## src/rtl/cpu_ctrl_pkg.sv

```systemverilog
// Shared encodings for the multicycle ARM-subset controller: states, ALU ops, condition codes, mux selects.
// MC_CTRL_CMP_EN adds CMP/TST as flag-only data-processing commands.
package cpu_ctrl_pkg;

  typedef enum logic [3:0] {
    FETCH  = 4'd0,
    DECODE = 4'd1,
    MEMADR = 4'd2,
    MEMRD  = 4'd3,
    MEMWB  = 4'd4,
    MEMWR  = 4'd5,
    EXECR  = 4'd6,
    EXECI  = 4'd7,
    ALUWB  = 4'd8,
    BRANCH = 4'd9,
    FAULT  = 4'd10
  } state_t;

  localparam logic [1:0] ALU_ADD = 2'b00;
  localparam logic [1:0] ALU_SUB = 2'b01;
  localparam logic [1:0] ALU_AND = 2'b10;
  localparam logic [1:0] ALU_ORR = 2'b11;

  localparam logic [3:0] CMD_AND = 4'b0000;
  localparam logic [3:0] CMD_SUB = 4'b0010;
  localparam logic [3:0] CMD_ADD = 4'b0100;
  localparam logic [3:0] CMD_TST = 4'b1000;
  localparam logic [3:0] CMD_CMP = 4'b1010;
  localparam logic [3:0] CMD_ORR = 4'b1100;

  localparam logic [1:0] OP_DP  = 2'b00;
  localparam logic [1:0] OP_MEM = 2'b01;
  localparam logic [1:0] OP_BR  = 2'b10;

  localparam logic [3:0] COND_EQ = 4'b0000;
  localparam logic [3:0] COND_NE = 4'b0001;
  localparam logic [3:0] COND_CS = 4'b0010;
  localparam logic [3:0] COND_CC = 4'b0011;
  localparam logic [3:0] COND_MI = 4'b0100;
  localparam logic [3:0] COND_PL = 4'b0101;
  localparam logic [3:0] COND_VS = 4'b0110;
  localparam logic [3:0] COND_VC = 4'b0111;
  localparam logic [3:0] COND_HI = 4'b1000;
  localparam logic [3:0] COND_LS = 4'b1001;
  localparam logic [3:0] COND_GE = 4'b1010;
  localparam logic [3:0] COND_LT = 4'b1011;
  localparam logic [3:0] COND_GT = 4'b1100;
  localparam logic [3:0] COND_LE = 4'b1101;
  localparam logic [3:0] COND_AL = 4'b1110;

  localparam logic       ADR_PC        = 1'b0;
  localparam logic       ADR_ALUOUT    = 1'b1;
  localparam logic       SRCA_REG      = 1'b0;
  localparam logic       SRCA_PC       = 1'b1;
  localparam logic [1:0] SRCB_WD       = 2'b00;
  localparam logic [1:0] SRCB_IMM      = 2'b01;
  localparam logic [1:0] SRCB_FOUR     = 2'b10;
  localparam logic [1:0] RES_ALUOUT    = 2'b00;
  localparam logic [1:0] RES_DATA      = 2'b01;
  localparam logic [1:0] RES_ALURESULT = 2'b10;

  // Flag-only commands; without the option they are never recognised.
  function automatic logic cmd_is_compare(input logic [3:0] cmd);
`ifdef MC_CTRL_CMP_EN
    return (cmd == CMD_CMP) || (cmd == CMD_TST);
`else
    return (cmd == 4'hF) && (cmd != 4'hF);
`endif
  endfunction

  function automatic logic cmd_supported(input logic [3:0] cmd);
    return (cmd == CMD_ADD) || (cmd == CMD_SUB) || (cmd == CMD_AND) ||
           (cmd == CMD_ORR) || cmd_is_compare(cmd);
  endfunction

  function automatic logic [1:0] cmd_alu_op(input logic [3:0] cmd);
    logic [1:0] op;
    op = ALU_ADD;
    case (cmd)
      CMD_ADD:          op = ALU_ADD;
      CMD_SUB, CMD_CMP: op = ALU_SUB;
      CMD_AND, CMD_TST: op = ALU_AND;
      CMD_ORR:          op = ALU_ORR;
      default:          op = ALU_ADD;
    endcase
    return op;
  endfunction

endpackage

```

## src/rtl/cond_eval.sv

```systemverilog
// Combinational ARM condition-code check against registered {N,Z,C,V}.
module cond_eval
  import cpu_ctrl_pkg::*;
(
  input  logic [3:0] cond,
  input  logic [3:0] flags,
  output logic       cond_ok
);

  logic n, z, c, v;
  assign {n, z, c, v} = flags;

  always_comb begin
    cond_ok = 1'b0;
    case (cond)
      COND_EQ: cond_ok = z;
      COND_NE: cond_ok = !z;
      COND_CS: cond_ok = c;
      COND_CC: cond_ok = !c;
      COND_MI: cond_ok = n;
      COND_PL: cond_ok = !n;
      COND_VS: cond_ok = v;
      COND_VC: cond_ok = !v;
      COND_HI: cond_ok = c && !z;
      COND_LS: cond_ok = !c || z;
      COND_GE: cond_ok = (n == v);
      COND_LT: cond_ok = (n != v);
      COND_GT: cond_ok = !z && (n == v);
      COND_LE: cond_ok = z || (n != v);
      COND_AL: cond_ok = 1'b1;
      default: cond_ok = 1'b0;
    endcase
  end

endmodule

```

## src/rtl/mc_controller.sv

```systemverilog
// Multicycle controller: Moore FSM sequencing fetch/decode/execute with memory wait-state timeout and flag register.
// MC_CTRL_CMP_EN: CMP/TST update flags and return straight to FETCH.
module mc_controller
  import cpu_ctrl_pkg::*;
#(
  parameter int ALUCTL_W    = 2,
  parameter int MEM_TIMEOUT = 15,
  parameter int CNT_W       = 4
) (
  input  logic                clk,
  input  logic                reset,
  input  logic [19:0]         instr_hi,
  input  logic [3:0]          alu_flags,
  input  logic                mem_ready,
  output logic                mem_req,
  output logic                mem_write,
  output logic                adr_src,
  output logic                ir_write,
  output logic                pc_write,
  output logic                reg_write,
  output logic                alu_src_a,
  output logic [1:0]          alu_src_b,
  output logic [1:0]          result_src,
  output logic [ALUCTL_W-1:0] alu_control,
  output logic [1:0]          imm_src,
  output logic [1:0]          reg_src,
  output logic [3:0]          flags,
  output logic                fault
);

  logic [3:0] cond;
  logic [1:0] op;
  logic [5:0] funct;
  logic [3:0] cmd;
  logic [3:0] rd;
  logic       unused_rn;

  assign cond      = instr_hi[19:16];
  assign op        = instr_hi[15:14];
  assign funct     = instr_hi[13:8];
  assign cmd       = funct[4:1];
  assign rd        = instr_hi[3:0];
  assign unused_rn = &{1'b0, instr_hi[7:4]};

  state_t           state_reg, state_next;
  logic [CNT_W-1:0] wait_cnt_reg, wait_cnt_next;
  logic [3:0]       flags_reg, flags_next;
  logic             cond_ok;
  logic             timeout;

  logic       mem_req_c, mem_write_c, adr_src_c, ir_write_c, pc_write_c, reg_write_c;
  logic       alu_src_a_c;
  logic [1:0] alu_src_b_c, result_src_c, alu_op_c;

  cond_eval u_cond_eval (
    .cond    (cond),
    .flags   (flags_reg),
    .cond_ok (cond_ok)
  );

  always_ff @(posedge clk) begin
    if (!reset) begin
      state_reg    <= FETCH;
      wait_cnt_reg <= '0;
      flags_reg    <= 4'b0000;
    end else begin
      state_reg    <= state_next;
      wait_cnt_reg <= wait_cnt_next;
      flags_reg    <= flags_next;
    end
  end

  // A ready in the timeout cycle still completes the access.
  assign timeout = (wait_cnt_reg == CNT_W'(MEM_TIMEOUT)) && !mem_ready;

  always_comb begin
    state_next   = state_reg;
    flags_next   = flags_reg;
    mem_req_c    = 1'b0;
    mem_write_c  = 1'b0;
    adr_src_c    = ADR_PC;
    ir_write_c   = 1'b0;
    pc_write_c   = 1'b0;
    reg_write_c  = 1'b0;
    alu_src_a_c  = SRCA_REG;
    alu_src_b_c  = SRCB_WD;
    result_src_c = RES_ALUOUT;
    alu_op_c     = ALU_ADD;

    case (state_reg)
      FETCH: begin
        mem_req_c    = 1'b1;
        alu_src_a_c  = SRCA_PC;
        alu_src_b_c  = SRCB_FOUR;
        result_src_c = RES_ALURESULT;
        if (mem_ready) begin
          ir_write_c = 1'b1;
          pc_write_c = 1'b1;
          state_next = DECODE;
        end else if (timeout) begin
          state_next = FAULT;
        end
      end
      DECODE: begin
        alu_src_a_c  = SRCA_PC;
        alu_src_b_c  = SRCB_FOUR;
        result_src_c = RES_ALURESULT;
        if (!cond_ok) begin
          state_next = FETCH;
        end else begin
          case (op)
            OP_MEM:  state_next = MEMADR;
            OP_DP:   state_next = !cmd_supported(cmd) ? FAULT : (funct[5] ? EXECI : EXECR);
            OP_BR:   state_next = BRANCH;
            default: state_next = FAULT;
          endcase
        end
      end
      MEMADR: begin
        alu_src_b_c = SRCB_IMM;
        state_next  = funct[0] ? MEMRD : MEMWR;
      end
      MEMRD: begin
        mem_req_c = 1'b1;
        adr_src_c = ADR_ALUOUT;
        if (mem_ready)    state_next = MEMWB;
        else if (timeout) state_next = FAULT;
      end
      MEMWR: begin
        mem_req_c   = 1'b1;
        adr_src_c   = ADR_ALUOUT;
        mem_write_c = 1'b1;
        if (mem_ready)    state_next = FETCH;
        else if (timeout) state_next = FAULT;
      end
      MEMWB: begin
        result_src_c = RES_DATA;
        reg_write_c  = 1'b1;
        pc_write_c   = (rd == 4'd15);
        state_next   = FETCH;
      end
      EXECR, EXECI: begin
        alu_src_b_c = (state_reg == EXECI) ? SRCB_IMM : SRCB_WD;
        alu_op_c    = cmd_alu_op(cmd);
        if (funct[0] || cmd_is_compare(cmd)) begin
          flags_next[3:2] = alu_flags[3:2];
          if (alu_op_c == ALU_ADD || alu_op_c == ALU_SUB)
            flags_next[1:0] = alu_flags[1:0];
        end
        state_next = cmd_is_compare(cmd) ? FETCH : ALUWB;
      end
      ALUWB: begin
        result_src_c = RES_ALUOUT;
        pc_write_c   = (rd == 4'd15);
        reg_write_c  = (rd != 4'd15);
        state_next   = FETCH;
      end
      BRANCH: begin
        alu_src_b_c  = SRCB_IMM;
        result_src_c = RES_ALURESULT;
        pc_write_c   = 1'b1;
        state_next   = FETCH;
      end
      FAULT:   state_next = FAULT;
      default: state_next = FAULT;
    endcase
  end

  always_comb begin
    wait_cnt_next = wait_cnt_reg;
    if ((state_next != state_reg) || mem_ready)
      wait_cnt_next = '0;
    else if (mem_req_c)
      wait_cnt_next = wait_cnt_reg + 1'b1;
  end

  // Everything combinational is forced quiet while reset is held low.
  assign mem_req     = reset & mem_req_c;
  assign mem_write   = reset & mem_write_c;
  assign adr_src     = reset & adr_src_c;
  assign ir_write    = reset & ir_write_c;
  assign pc_write    = reset & pc_write_c;
  assign reg_write   = reset & reg_write_c;
  assign alu_src_a   = reset & alu_src_a_c;
  assign alu_src_b   = reset ? alu_src_b_c  : 2'b00;
  assign result_src  = reset ? result_src_c : 2'b00;
  assign alu_control = reset ? ALUCTL_W'(alu_op_c) : '0;

  assign imm_src = op;
  assign reg_src = {op == OP_MEM, op == OP_BR};

  assign flags = flags_reg;
  assign fault = (state_reg == FAULT);

endmodule

```

## config.mk

```make
export PLATFORM = sky130hd
export DESIGN_NAME = mc_controller
export DESIGN_NICKNAME = d
export VERILOG_FILES = /design/src/rtl/cpu_ctrl_pkg.sv /design/src/rtl/cond_eval.sv /design/src/rtl/mc_controller.sv
export SDC_FILE = /design/constraint.sdc
export NUM_CORES = 1
export LEC_CHECK = 0
export BUFFER_PORTS_ARGS = -buffer_cell sky130_fd_sc_hd__buf_2
export CORE_AREA = 8 8 78 80
export DETAILED_ROUTE_END_ITERATION = 6
export DIE_AREA = 0 0 86 88
export PLACE_DENSITY = 0.48
export SYNTH_ARGS = -nofsm -noshare
export SYNTH_HDL_FRONTEND = slang
export SYNTH_SLANG_ARGS = --single-unit
```

## constraint.sdc

```tcl
create_clock -name clk -period 2.2 [get_ports clk]
set_input_delay 0.44 -clock clk [delete_from_list [all_inputs] [get_ports clk]]
set_output_delay 0.44 -clock clk [all_outputs]
set_load 0.005 [all_outputs]
```

==> results.cfg <==
[status]
status = completed

[floorplan]
num_rows = 26
core_area_mm2 = 0.00491
die_x_um = 86
pin_count = 49
start_util_pct = 28.9
die_h_um = 88
dieArea_mm2 = 0.00757

[global_route]
grt_use_total_pct = 10.4
grt_pass1_wl_um = 6510
grt_max_degree = 17
grt_pass1_vias = 1346
antenna_found_initial = 0
grt_overflow_total = 0

[synth]
yosysTopAreaCell = dfxtp_1
post_synth.cell_area_avg_um2 = 7.64
syn_inst = 186
synth_fp_nets = 214
synth_ff_type = dfxtp_1
synth_commonest_cells = nand2_1 (15), nor2_1 (15), nor2b_1 (14), dfxtp_1 (12), mux2i_1 (12)
synth_edf_count = 0
synthArstFlopShare_pct = 0
ys_warn_count = 0
yosys-top-cells-area = dfxtp_1 (17%), mux2i_1 (8.5%), nor2b_1 (6.2%)
synth_cell_types = 58
yosys.area.top_type_share_pct = 16.9
synthesis.area_mm2 = 0.00142
yosys_register_bits = 12
ys_seq_area_share_pct = 16.9

[timing]
rsz0062_at_grt = false
fin_worst_skew_ns = 0.00242
finalHoldViolations = 0
setup_viol = 0
slew-limit-headroom_pct = 64.2
fin_crit_sh_pct = 91.4
fin_crit_ns = 2.01
slew_violations = 0
worst_slew_pin_slew_ns = 0.530
whs_ns = 0.452
fin_setup_tns_ns = 0
fmax_ghz = 0.497

[clock_tree]
htree_levels = 1
cts_hold_buf = 0
cts_buffers = 3
tritoncts = yes
clk_pin_slew_ns = 0.05
cts_sinks = 12
clk_latency_ns = 0.24
root_buffer = clkbuf_8
cts_setup_buffers = 0
cts_buffer_depth = 2
ctsResizeCount = 0

[detailed_routing]
vias = 1442
vias_per_cell = 4.92
ant_nets = 0
drc = 0
drtPass1Iterations = 4
drt-wirelength-per-cell_um = 13.4
wl_um = 3930
drt_iter0_drc = 69

[layout]
postLayoutCoreUtil_pct = 34.9
area_growth_pct = 20.8
nNetsFinal = 252
n_fill_cell = 547
diodes = 0
layout-drive-gt1-share_pct = 30.0

[placement]
gp_congestion = 0.808
io_buffer_count = 44
dpl.hpwl_um = 3130

[job]
cap_violations = 0

[power_and_ir_drop]
power.density_mw_per_mm2 = 395
peakVddDrop_v = 0.000206
p_leak_nw = 0.733

[setup_path]
cp_max_fo = 8
crit_path_end_kind = output port
start_kind = flop
critPathKind = reg2out
reg2regPathDepth = 6
cp_data_required_time_ns = 1.76
cp.arrival_ns = 1.57

[worst_hold_path]
worst_hold_path_type = in2reg
min_path_cells = 3
per-stage QoR:
step / power [mW] / cells / setup slack [ns] / area (µm²)
floorplan: 0.382 / 186 / 0.518 / 1420
global placement: 0.446 / 289 / 0.269 / 1660
detailed placement: 0.446 / 289 / 0.263 / 1660
CTS: 0.691 / 293 / 0.179 / 1720
global route: 0.728 / 293 / 0.0109 / 1720
finish: 0.679 / 293 / 0.189 / 1720
report_power, final:
group | internal (mW) | total, mW | switching (mW)
registers | 0.224 | 0.234 | 0.00958
clock network | 0.158 | 0.239 | 0.0810
logic | 0.0962 | 0.206 | 0.110
total | 0.478 | 0.679 | 0.200
metal layers:
metal,track usage [%],vias up,share of wire [%]
li1,-,754,-
met1,13.3,637,49
met2,16.1,47,42
met3,3.38,4,7.7
met4,3.34,0,1.2
met5,0,-,0
cell type report:
class | instances | area (µm²) | share of cell area, %
clock buffers | 4 | 55.1 | 3.21
inverters | 4 | 15.0 | 0.875
multi-input cells | 152 | 1050 | 60.9
flip-flops and latches | 12 | 240 | 14.0
well taps | 70 | 87.6 | 5.10
repair buffers | 51 | 273 | 15.9
placed cells by master, fill, tap and decap left out, types with 2 or more instances in the layout:
| cell | n |
|---|---|
| clkbuf_8 | 4 |
| a32oi_1 | 2 |
| a22o_1 | 2 |
| buf_2 | 44 |
| nor3_1 | 9 |
| o21ai_1 | 2 |
| nand4_1 | 2 |
| nor4_1 | 4 |
| o21ai_0 | 5 |
| mux2i_1 | 12 |
| nor2b_1 | 14 |
| nand2_1 | 15 |
| inv_1 | 4 |
| nand3b_1 | 3 |
| nand3_1 | 7 |
| a31oi_1 | 2 |
| and4b_1 | 2 |
| buf_4 | 7 |
| dfxtp_1 | 12 |
| a21oi_1 | 7 |
| xnor2_1 | 5 |
| o31ai_1 | 2 |
| o311ai_1 | 2 |
| a211oi_1 | 2 |
| nor2_1 | 15 |
| nor3b_1 | 3 |
| o21bai_1 | 2 |
| nand2b_1 | 4 |
path summary, 6_finish.rpt:
kind / start / to / slack (ns)
worst max register to register: wait_cnt_reg[0] / wait_cnt_reg[1] / 0.32
worst min register to register: wait_cnt_reg[1] / wait_cnt_reg[1] / 0.55
worst max-delay path: state_reg[0] / mem_req / 0.19
worst min-delay path: alu_flags[3] / flags[3] / 0.45
critical path: stages, from the launching register on:
cell and delay [ns]:
dfxtp_1 0.49, xnor2_1 0.17, mux2i_1 0.29, nor2_1 0.10
and2_1 0.16, buf_2 0.12
cells by family (layout without fill, tap and decap cells):
kind of cell / after synthesis / in the layout / synth area share (%)
buf+inv: 22 / 59 / 9.51
mux: 14 / 14 / 10.8
xor+xnor: 6 / 6 / 3.70
flops: 12 / 12 / 16.9
simple gates: 91 / 91 / 36.9
fa+ha+maj: 2 / 2 / 1.67
compound gates: 39 / 39 / 20.5
(Power assumes the default switching activity.)
